`config.mk`:
```
export PLATFORM = sky130hd
export DESIGN_NAME = com_to_fifo
export DESIGN_NICKNAME = d
export VERILOG_FILES = /design/src/rtl/com_to_fifo_pkg.sv /design/src/rtl/com_to_fifo_crc8_update.sv /design/src/rtl/com_to_fifo.sv
export SDC_FILE = /design/constraint.sdc
export NUM_CORES = 1
export LEC_CHECK = 0
export CELL_PAD_IN_SITES_DETAIL_PLACEMENT = 1
export CELL_PAD_IN_SITES_GLOBAL_PLACEMENT = 1
export CORE_UTILIZATION = 30
export CTS_CLUSTER_SIZE = 8
export DETAILED_ROUTE_END_ITERATION = 8
export PLACE_DENSITY = 0.68
export SLEW_MARGIN = 30
export SYNTH_ARGS = -nofsm -noshare
export SYNTH_HDL_FRONTEND = slang
export SYNTH_HIERARCHICAL = 1
export SYNTH_SLANG_ARGS = --single-unit
```
`constraint.sdc`:
```
create_clock -name clk -period 1.7 [get_ports clk]
set_input_delay 0.17 -clock clk [delete_from_list [all_inputs] [get_ports clk]]
set_output_delay 0.17 -clock clk [all_outputs]
set_load 0.01 [all_outputs]
```
`src/rtl/com_to_fifo_pkg.sv`:
```
// Shared definitions for the UART-receive-to-FIFO stage: FSM states, CRC polynomial, error bit map.
// No logic; latency n/a.
// Backpressure n/a.
package com_to_fifo_pkg;

    typedef enum logic [2:0] {
        IDLE   = 3'd0,
        START  = 3'd1,
        DATA   = 3'd2,
        PARITY = 3'd3,
        STOP   = 3'd4,
        PUSH   = 3'd5
    } rxState_t;

    localparam logic [7:0] CRC8_POLY = 8'h07;

    localparam int ERR_FRAME    = 0;
    localparam int ERR_PARITY   = 1;
    localparam int ERR_OVERFLOW = 2;
    localparam int ERR_OVERRUN  = 3;

endpackage

```
`src/rtl/com_to_fifo_crc8_update.sv`:
```
// CRC-8 (MSB-first, no reflection) next value from current CRC and one byte.
// Latency: combinational.
// Backpressure: none.
module crc8_update
    import com_to_fifo_pkg::*;
(
    input  logic [7:0] crc_in,
    input  logic [7:0] data,
    output logic [7:0] crc_out
);

    always_comb begin
        crc_out = crc_in ^ data;
        for (int i = 0; i < 8; i++) begin
            crc_out = crc_out[7] ? ({crc_out[6:0], 1'b0} ^ CRC8_POLY) : {crc_out[6:0], 1'b0};
        end
    end

endmodule

```
`src/rtl/com_to_fifo.sv`:
```
// UART receiver feeding the shared FIFO, with running CRC-8 and sticky errors; COM_RX_PARITY_EN adds even parity.
// Latency: fifo_we in the cycle after the stop-bit sample (2-flop rx synchroniser ahead of start detection).
// Backpressure: holds the byte while fifo_busy; drops it and flags overflow if fifo_full.
module com_to_fifo
    import com_to_fifo_pkg::*;
#(
    parameter int OVERSAMPLE = 16,
    parameter int DATA_BITS  = 8
) (
    input  logic       clk,
    input  logic       reset,
    input  logic       enable,
    input  logic       rx,
    input  logic       fifo_busy,
    input  logic       fifo_full,
    output logic       fifo_we,
    output logic [7:0] data_out,
    output logic [7:0] CRC,
    output logic [3:0] error,
    output logic       isFinish
);

    localparam int TICK_W = $clog2(OVERSAMPLE);
    localparam int BIT_W  = $clog2(DATA_BITS + 1);
    localparam logic [TICK_W-1:0] TICK_HALF = TICK_W'(OVERSAMPLE / 2 - 1);
    localparam logic [TICK_W-1:0] TICK_LAST = TICK_W'(OVERSAMPLE - 1);
    localparam logic [BIT_W-1:0]  BIT_LAST  = BIT_W'(DATA_BITS - 1);

    rxState_t             state, stateNxt;
    logic                 rxMeta, rxs, rxsPrev;
    logic [TICK_W-1:0]    tick, tickNxt;
    logic [BIT_W-1:0]     bitCnt, bitCntNxt;
    logic [DATA_BITS-1:0] shiftReg, shiftNxt;
    logic                 parErr, parErrNxt;
    logic [3:0]           errReg, errNxt;
    logic [7:0]           heldByte, crcReg, crcNxt, byteVal;
    logic                 rxFall;

    assign rxFall  = rxsPrev & ~rxs;
    assign byteVal = 8'(shiftReg);

    crc8_update u_crc (
        .crc_in  (crcReg),
        .data    (byteVal),
        .crc_out (crcNxt)
    );

    always_comb begin
        stateNxt  = state;
        tickNxt   = tick + 1'b1;
        bitCntNxt = bitCnt;
        shiftNxt  = shiftReg;
        parErrNxt = parErr;
        errNxt    = errReg;
        fifo_we   = 1'b0;
        isFinish  = 1'b0;
        case (state)
            IDLE: begin
                tickNxt   = '0;
                bitCntNxt = '0;
                parErrNxt = 1'b0;
                if (enable && rxFall) stateNxt = START;
            end
            START: begin
                if (tick == TICK_HALF) begin
                    tickNxt  = '0;
                    stateNxt = rxs ? IDLE : DATA;
                end
            end
            DATA: begin
                if (tick == TICK_LAST) begin
                    tickNxt   = '0;
                    shiftNxt  = {rxs, shiftReg[DATA_BITS-1:1]};
                    bitCntNxt = bitCnt + 1'b1;
                    if (bitCnt == BIT_LAST) begin
`ifdef COM_RX_PARITY_EN
                        stateNxt = PARITY;
`else
                        stateNxt = STOP;
`endif
                    end
                end
            end
`ifdef COM_RX_PARITY_EN
            PARITY: begin
                if (tick == TICK_LAST) begin
                    tickNxt   = '0;
                    parErrNxt = (^shiftReg) ^ rxs;
                    stateNxt  = STOP;
                end
            end
`endif
            STOP: begin
                if (tick == TICK_LAST) begin
                    tickNxt = '0;
                    if (rxs && !parErr) begin
                        stateNxt = PUSH;
                    end else begin
                        if (!rxs)  errNxt[ERR_FRAME]  = 1'b1;
                        if (parErr) errNxt[ERR_PARITY] = 1'b1;
                        stateNxt = IDLE;
                    end
                end
            end
            PUSH: begin
                tickNxt = '0;
                // A new start bit arriving while we still hold a byte cannot be tracked.
                if (rxFall) errNxt[ERR_OVERRUN] = 1'b1;
                if (!fifo_busy) begin
                    if (fifo_full) begin
                        errNxt[ERR_OVERFLOW] = 1'b1;
                    end else begin
                        fifo_we  = !reset;
                        isFinish = !reset;
                    end
                    stateNxt = IDLE;
                end
            end
            default: stateNxt = IDLE;
        endcase
    end

    always_ff @(posedge clk) begin
        if (reset) begin
            rxMeta   <= 1'b1;
            rxs      <= 1'b1;
            rxsPrev  <= 1'b1;
            state    <= IDLE;
            tick     <= '0;
            bitCnt   <= '0;
            shiftReg <= '0;
            parErr   <= 1'b0;
            errReg   <= '0;
            heldByte <= '0;
            crcReg   <= '0;
        end else begin
            rxMeta   <= rx;
            rxs      <= rxMeta;
            rxsPrev  <= rxs;
            state    <= stateNxt;
            tick     <= tickNxt;
            bitCnt   <= bitCntNxt;
            shiftReg <= shiftNxt;
            parErr   <= parErrNxt;
            errReg   <= errNxt;
            if (fifo_we) begin
                heldByte <= byteVal;
                crcReg   <= crcNxt;
            end
        end
    end

    // The FIFO latches data_out with fifo_we, so the new byte is presented in that same cycle.
    assign data_out = fifo_we ? byteVal : heldByte;
    assign CRC      = crcReg;
    assign error    = errReg;

endmodule
```
==> metrics.md, run 1 <==
| Metric | Value |
|---|---|
| Status | `complete, but fails checks` |
| Failing checks | `setup timing` |
| Crit Path Max Fanout | `7` |
| Setup Viol. Count Final | `7` |
| Post-layout util | `0.423` |
| CP dominant cell by count | `nand2_2` |
| Area of the die | `6800 um^2` |
| Root Buffer | `clkbuf_8` |
| Hold WC Path Type | `flop to flop` |
| CTS max path bufs | `2` |
| H-Tree Level Count | `2` |
| Yosys warning count | `6` |
| Netlist cell types | `41` |
| Grt ovf | `0` |
| Kind of cell adding the most delay to the critical path | `simple AND/OR/NAND/NOR gates` |
| Post-Route WL | `4.43 mm` |
| Slowest stage cell, crit path | `dfxtp_2` |
| CP required | `1.53 ns` |
| Vias in the first global route | `1629` |
| Setup WS post-layout | `-0.0290 ns` |
| Via count | `1593` |
| Max-Cap Viols | `0` |
| DRT antenna net count | `0` |
| Port buffer count | `26` |
| Most common cell after layout, fill and taps aside | `nand2_1` |
| Hold-fix buffers, CTS | `0` |
| Initial antenna violation count | `0` |
| Die Wd | `82.5 um` |
| Cts bufs inserted | `5` |
| Clk_skew | `0.00636 ns` |
| RSZ-0062 raised after global routing | `true` |
| Final #Nets | `278` |
| Minimum clock period | `1.73 ns` |
| Slew Viols, Final | `0` |
| Final worst path period share | `1.02` |
| Register area share after synthesis | `0.422` |
| 1st-pass router iterations | `4` |
| Synth Instances | `228` |
| Clock latency on the worst-skew pair | `0.29 ns` |
| Leakage dissipation | `0.00111 uW` |
| Total GRT Usage | `0.146` |
| P per Cell Area | `684 nW/um^2` |
| Std cell rows | `28` |
| TritonCTS clock tree | `done` |
| Gp weighted congestion | `0.786` |
| Layout fillers | `738` |
| Max Freq | `0.578 GHz` |
| Top cell type's share of synthesized area | `0.422` |
| Buffers and inverters on the worst path | `3` |
| Most frequent cells in the layout | `nand2_1, dfxtp_1, buf_4, a21oi_1, clkdlybuf4s50_1` |
| Routed len/inst | `12.8 um` |
| Worst endpoint data arrival time | `1.56 ns` |
| Final hold violation count | `0` |
| CP Launch Type | `flop` |
| Post-DR vias/cell | `4.60` |
| Synthesized cell area | `1940 um^2` |
| ANT cells | `0` |
| Largest cells by area after synthesis | `dfxtp_1, nand2_1, xnor2_1, xor2_1, a21oi_1` |
| Initial core utilization | `0.319` |
| Fraction of layout cells with a size suffix above 1 | `0.280` |
| # clock sinks | `41` |
| Setup TNS | `-0.148 ns` |
| Final HPWL DP | `3.13 mm` |
| Crit-path cells | `nand3b_1 > nor2_2 > nand2_2 > clkinv_4 > buf_12 > nand2_4 > nand2_2 > buf_6` |
| Largest net degree at the start of global routing | `33` |
| Nature of the critical path endpoint | `primary output` |
| First-pass GRT wire length | `7.51 mm` |
| Critical path type | `flop to primary output` |
| Die Span Y | `82.5 um` |
| Avg Inst Size Synth | `8.52 um^2` |
| Clock Pin Slew Worst Setup and Hold Paths | `0.08 ns` |
| Peak supply drop | `0.000421 V` |
| Max incr delay on CP | `0.32 ns` |
| Initial DRC Count | `40` |
| Syn-to-layout area delta | `32.6%` |
| Syn nets | `236` |
| Ports | `28` |
| Post-route DRC | `0` |
| Post-synth top area cell | `dfxtp_1` |
| Register bit total from synthesis | `41` |
| Placeable Area | `6100 um^2` |
==> cell type report <==
type / instances / area (um^2) / share of cell area
inverter: 5 / 23.8 / 0.00922
clock buffer: 8 / 80.1 / 0.0311
multi-input combinational: 169 / 1100 / 0.428
tap: 75 / 93.8 / 0.0364
sequential: 41 / 825 / 0.320
timing repair buffer: 48 / 453 / 0.176
==> report_power, final <==
part,internal (uW),switching [uW]
combinational,70.9,92.9
clock,292,327
sequential,972,8.59
==> metal layers <==
| layer | up-vias | global-route usage | routed length [um] |
|---|---|---|---|
| met3 | 2 | 0.0330 | 128 |
| met4 | 0 | 0.0474 | 41 |
| met2 | 23 | 0.240 | 2150 |
| met5 | - | 0 | 0 |
| li1 | 818 | - | - |
| met1 | 750 | 0.188 | 2110 |
==> cell usage after synthesis <==
cell type and count:
a211oi_4 1, a31oi_4 1, nor3_2 2, dfxtp_1 41, buf_6 4, nor2b_4 1
xor2_1 11, clkinv_2 1, a32o_1 1, buf_4 3, and3_1 1, o32ai_2 1
o2bb2ai_1 1, a21oi_1 18, nor2_1 15, nor3_1 4, a31oi_1 1, nor2b_1 1
nand2_1 60, buf_2 2, nand2b_1 2, inv_1 3, conb_1 1, nand3_1 9
xnor2_2 3, nor2_2 4, o21ai_0 2, or2_2 3, xnor2_1 12, clkbuf_1 4
clkinv_1 1, a21oi_2 1, or3b_4 1, and3b_1 1, nor3b_1 2, a21o_1 1
nand2_2 1, nand4_1 1, ha_1 2, nand3b_1 2, mux2i_1 2
==> metrics by stage <==
stage                     std cells  hold slack, ns  area (um^2)  total power [uW]  setup slack, ns
after floorplan                 228           0.274         1940              1120            0.129
after global placement          329           0.392         2300              1170           -0.251
after detailed placement        329           0.396         2300              1170           -0.278
after CTS                       342           0.415         2420              1790           -0.141
after global routing            346           0.441         2580              1840           -0.101
final                           346           0.413         2580              1760          -0.0290
==> path summary, 6_finish.rpt <==
path,from,endpoint,slack [ns],cells after the start
max,state[1],data_out[1],-0.03,8
min,rxMeta,rxs,0.41,1
max reg2reg,state[1],state[2],0.09,8
min reg2reg,rxMeta,rxs,0.41,1
==> timing repair <==
action | 4_1_cts | 5_1_grt
pin swaps | 3 | 11
buffers inserted | 5 | 4
gates resized for setup | 33 | 46
endpoints found under the setup margin | 11 | 20
==> registers in the layout (all words and copies together), names as in the netlist <==
register  count
bitCnt        4
tick          4
rxMeta        1
state         3
byteVal       8
rxs           1
error         3
CRC           8
heldByte      8
rxsPrev       1
==> worst register-to-register path: cells and delay by family, from the launching register on <==
| kind | cells | cell delay [ns] |
|---|---|---|
| buffers and inverters | 3 | 0.32 |
| AOI/OAI and AO/OA | 3 | 0.61 |
| and+or+nand+nor | 2 | 0.25 |
| DFF | 1 | 0.33 |
==> kinds of logic after synthesis <==
kind of cell	count (synthesis)	share of synthesized area
buffers and inverters	18	0.0579
multiplexers	2	0.0103
AO/OA/AOI/OAI	28	0.102
other	1	0.00193
flip-flops	41	0.422
AND/OR/NAND/NOR	110	0.263
XOR/XNOR	26	0.129
adder cells (fa/ha/maj)	2	0.0129
Note: power is estimated with default switching activity, not from simulation.
==> inputs of run 2 (changes only) <==
- CORE_ASPECT_RATIO: not set -> 0.9
==> metrics.md, run 2 (same netlist as run 1, synthesis figures left out) <==
| Metric | Value |
|---|---|
| Status | `finished, final reports clean` |
| RSZ-0062 raised after global routing | `true` |
| Post-route DRC | `0 (unchanged)` |
| Final HPWL DP | `3.17 mm (+1.3%)` |
| CP Launch Type | `flop` |
| CTS max path bufs | `2 (unchanged)` |
| RR Endpoint | `state[2]` |
| Port buffer count | `26 (unchanged)` |
| Gp weighted congestion | `0.730 (-7.1%)` |
| Logic pwr share | `0.081 (-0.012)` |
| Die Wd | `86.8 um (+5.3%)` |
| Total power | `2110 uW (+20%)` |
| Most frequent cells in the layout | `nand2_1, dfxtp_1, buf_4, a21oi_1, clkdlybuf4s50_1` |
| First-pass GRT wire length | `7.90 mm (+5.1%)` |
| Slew Viols, Final | `0 (unchanged)` |
| Initial antenna violation count | `0 (unchanged)` |
| Worst R2R Start | `state[2]` |
| DRT antenna net count | `0 (unchanged)` |
| Vias in the first global route | `1648 (+1.2%)` |
| CP startpoint | `state[2]` |
| Fraction of layout cells with a size suffix above 1 | `0.269 (-0.0114)` |
| Std cell rows | `27 (-3.6%)` |
| Root Buffer | `clkbuf_8` |
| Syn-to-layout area delta | `32.1%` |
| Post-Route WL | `4.75 mm (+7.2%)` |
| Routed len/inst | `13.1 um (+2.4%)` |
| Register-to-Register Setup Slack | `0.06 ns (-0.03 ns)` |
| Ports | `28 (unchanged)` |
| Placeable Area | `6180 um^2 (+1.4%)` |
| Setup TNS | `0 ns (+0.148 ns)` |
| Final worst path period share | `0.975 (-0.0419)` |
| Clock Pin Slew Worst Setup and Hold Paths | `0.08 ns (about the same)` |
| Layout fillers | `738 (unchanged)` |
| Final hold violation count | `0 (unchanged)` |
| 1st-pass router iterations | `4 (unchanged)` |
| Sequential Power Share | `0.465 (-0.091)` |
| Critical path type | `flop to primary output` |
| Kind of cell adding the most delay to the critical path | `simple AND/OR/NAND/NOR gates` |
| Area of the die | `6800 um^2 (about the same)` |
| TritonCTS clock tree | `done` |
| Hold Path Stages | `1 (unchanged)` |
| Leakage dissipation | `0.00107 uW (-3.3%)` |
| Buffers and inverters on the worst path | `2 (-1)` |
| Clk_skew | `0.00814 ns (+0.00178 ns)` |
| Hold Slack | `0.415 ns (+0.00201 ns)` |
| Nature of the critical path endpoint | `primary output` |
| Worst endpoint data arrival time | `1.49 ns (-0.07 ns)` |
| R2R depth | `8 (unchanged)` |
| Setup Viol. Count Final | `0 (-7)` |
| Via count | `1608 (+0.94%)` |
| Post-DR vias/cell | `4.44 (-3.5%)` |
| Internal power | `1640 uW (+23%)` |
| Minimum clock period | `1.66 ns (-0.0712 ns)` |
| Total GRT Usage | `0.152 (+0.00615)` |
| Largest net degree at the start of global routing | `33 (unchanged)` |
| Grt ovf | `0 (unchanged)` |
| Initial DRC Count | `68 (+70%)` |
| Max-Cap Viols | `0 (unchanged)` |
| P per Cell Area | `822 nW/um^2 (+20%)` |
| Max Freq | `0.603 GHz (+4.3%)` |
| Most common cell after layout, fill and taps aside | `nand2_1` |
| CP required | `1.53 ns (about the same)` |
| CP Capture Point | `data_out[0]` |
| Initial core utilization | `0.314 (-0.00445)` |
| CP dominant cell by count | `nand2_1` |
| Switching portion of total power | `0.224 (-0.0190)` |
| Max incr delay on CP | `0.38 ns (+0.06 ns)` |
| Slowest stage cell, crit path | `dfxtp_1` |
| Hold WC Path Type | `flop to flop` |
| Final #Nets | `282 (+1.4%)` |
| # clock sinks | `41 (unchanged)` |
| Hold-fix buffers, CTS | `0 (unchanged)` |
| H-Tree Level Count | `2 (unchanged)` |
| WP depth | `7 (-1)` |
| Crit Path Max Fanout | `5 (-2)` |
| ANT cells | `0 (unchanged)` |
| Cts bufs inserted | `5 (unchanged)` |
| Clock latency on the worst-skew pair | `0.30 ns (about the same)` |
| Peak supply drop | `0.000393 V (-6.6%)` |
| Crit-path cells | `nand3b_1 > nor2_4 > nand2_4 > buf_6 > nand2_1 > nand2_1 > buf_2` |
| Clock share of power | `0.454 (+0.103)` |
| P_sw | `472 uW (+10%)` |
| Die Span Y | `78.4 um (-5.0%)` |
-- run 2: per-stage QoR --
step,utilization,cells,worst slack [ns],cell area (um^2)
after floorplan,-,228,0.129,1940
after global placement,0.378,344,-0.179,2340
after detailed placement,0.378,344,-0.205,2340
after CTS,0.406,358,-0.00614,2510
after global routing,0.415,362,-0.0377,2570
final,0.415,362,0.0422,2570
-- run 2: worst min-delay path by stage --
stage	startpoint	slack (ns)	to
5_1_grt	rxMeta	0.44	rxs
4_1_cts	rxMeta	0.42	rxs
3_5_place_dp	rxMeta	0.40	rxs
2_1_floorplan	rx	0.27	rxMeta
6_report	rxMeta	0.41	rxs
3_3_place_gp	rxMeta	0.39	rxs
-- run 2: routing by layer --
metal  GRT usage  wire (um)  vias up
met5           0          0        -
met4      0.0500         70        0
met2       0.255       2160       22
li1            -          -      831
met3      0.0263        131        8
met1       0.196       2390      747
-- run 2: worst reg2reg max path: cells and delay by family (launching register included) --
family	cells	cell delay (ns)
compound gates	3	0.63
simple gates	2	0.25
buf+inv	3	0.31
flops	1	0.34
-- run 2: cell type report --
type / count / area, um^2 / area share
Clock buffer: 5 / 68.8 / 0.0268
Tap cell: 87 / 109 / 0.0424
Timing Repair inverter: 1 / 5.00 / 0.00195
Clock inverter: 3 / 68.8 / 0.0268
Inverter: 5 / 23.8 / 0.00926
Multi-Input combinational cell: 169 / 1050 / 0.411
Timing Repair Buffer: 51 / 413 / 0.161
Sequential cell: 41 / 825 / 0.321
-- run 2: what timing repair did --
| item | in CTS | in global routing |
|---|---|---|
| pin swaps | 5 | 5 |
| gates resized for setup | 47 | 13 |
| gates cloned | 2 | 0 |
| setup endpoints to repair | 11 | 16 |
| setup buffers | 4 | 4 |
-- run 2: power groups by stage --
stage	Clock (uW)	Sequential, uW	Combinational [uW]
2_1_floorplan	0	999	119
3_3_place_gp	0	1000	168
3_5_place_dp	0	1000	170
4_1_cts	983	978	172
5_1_grt	1020	982	187
6_report	958	981	170
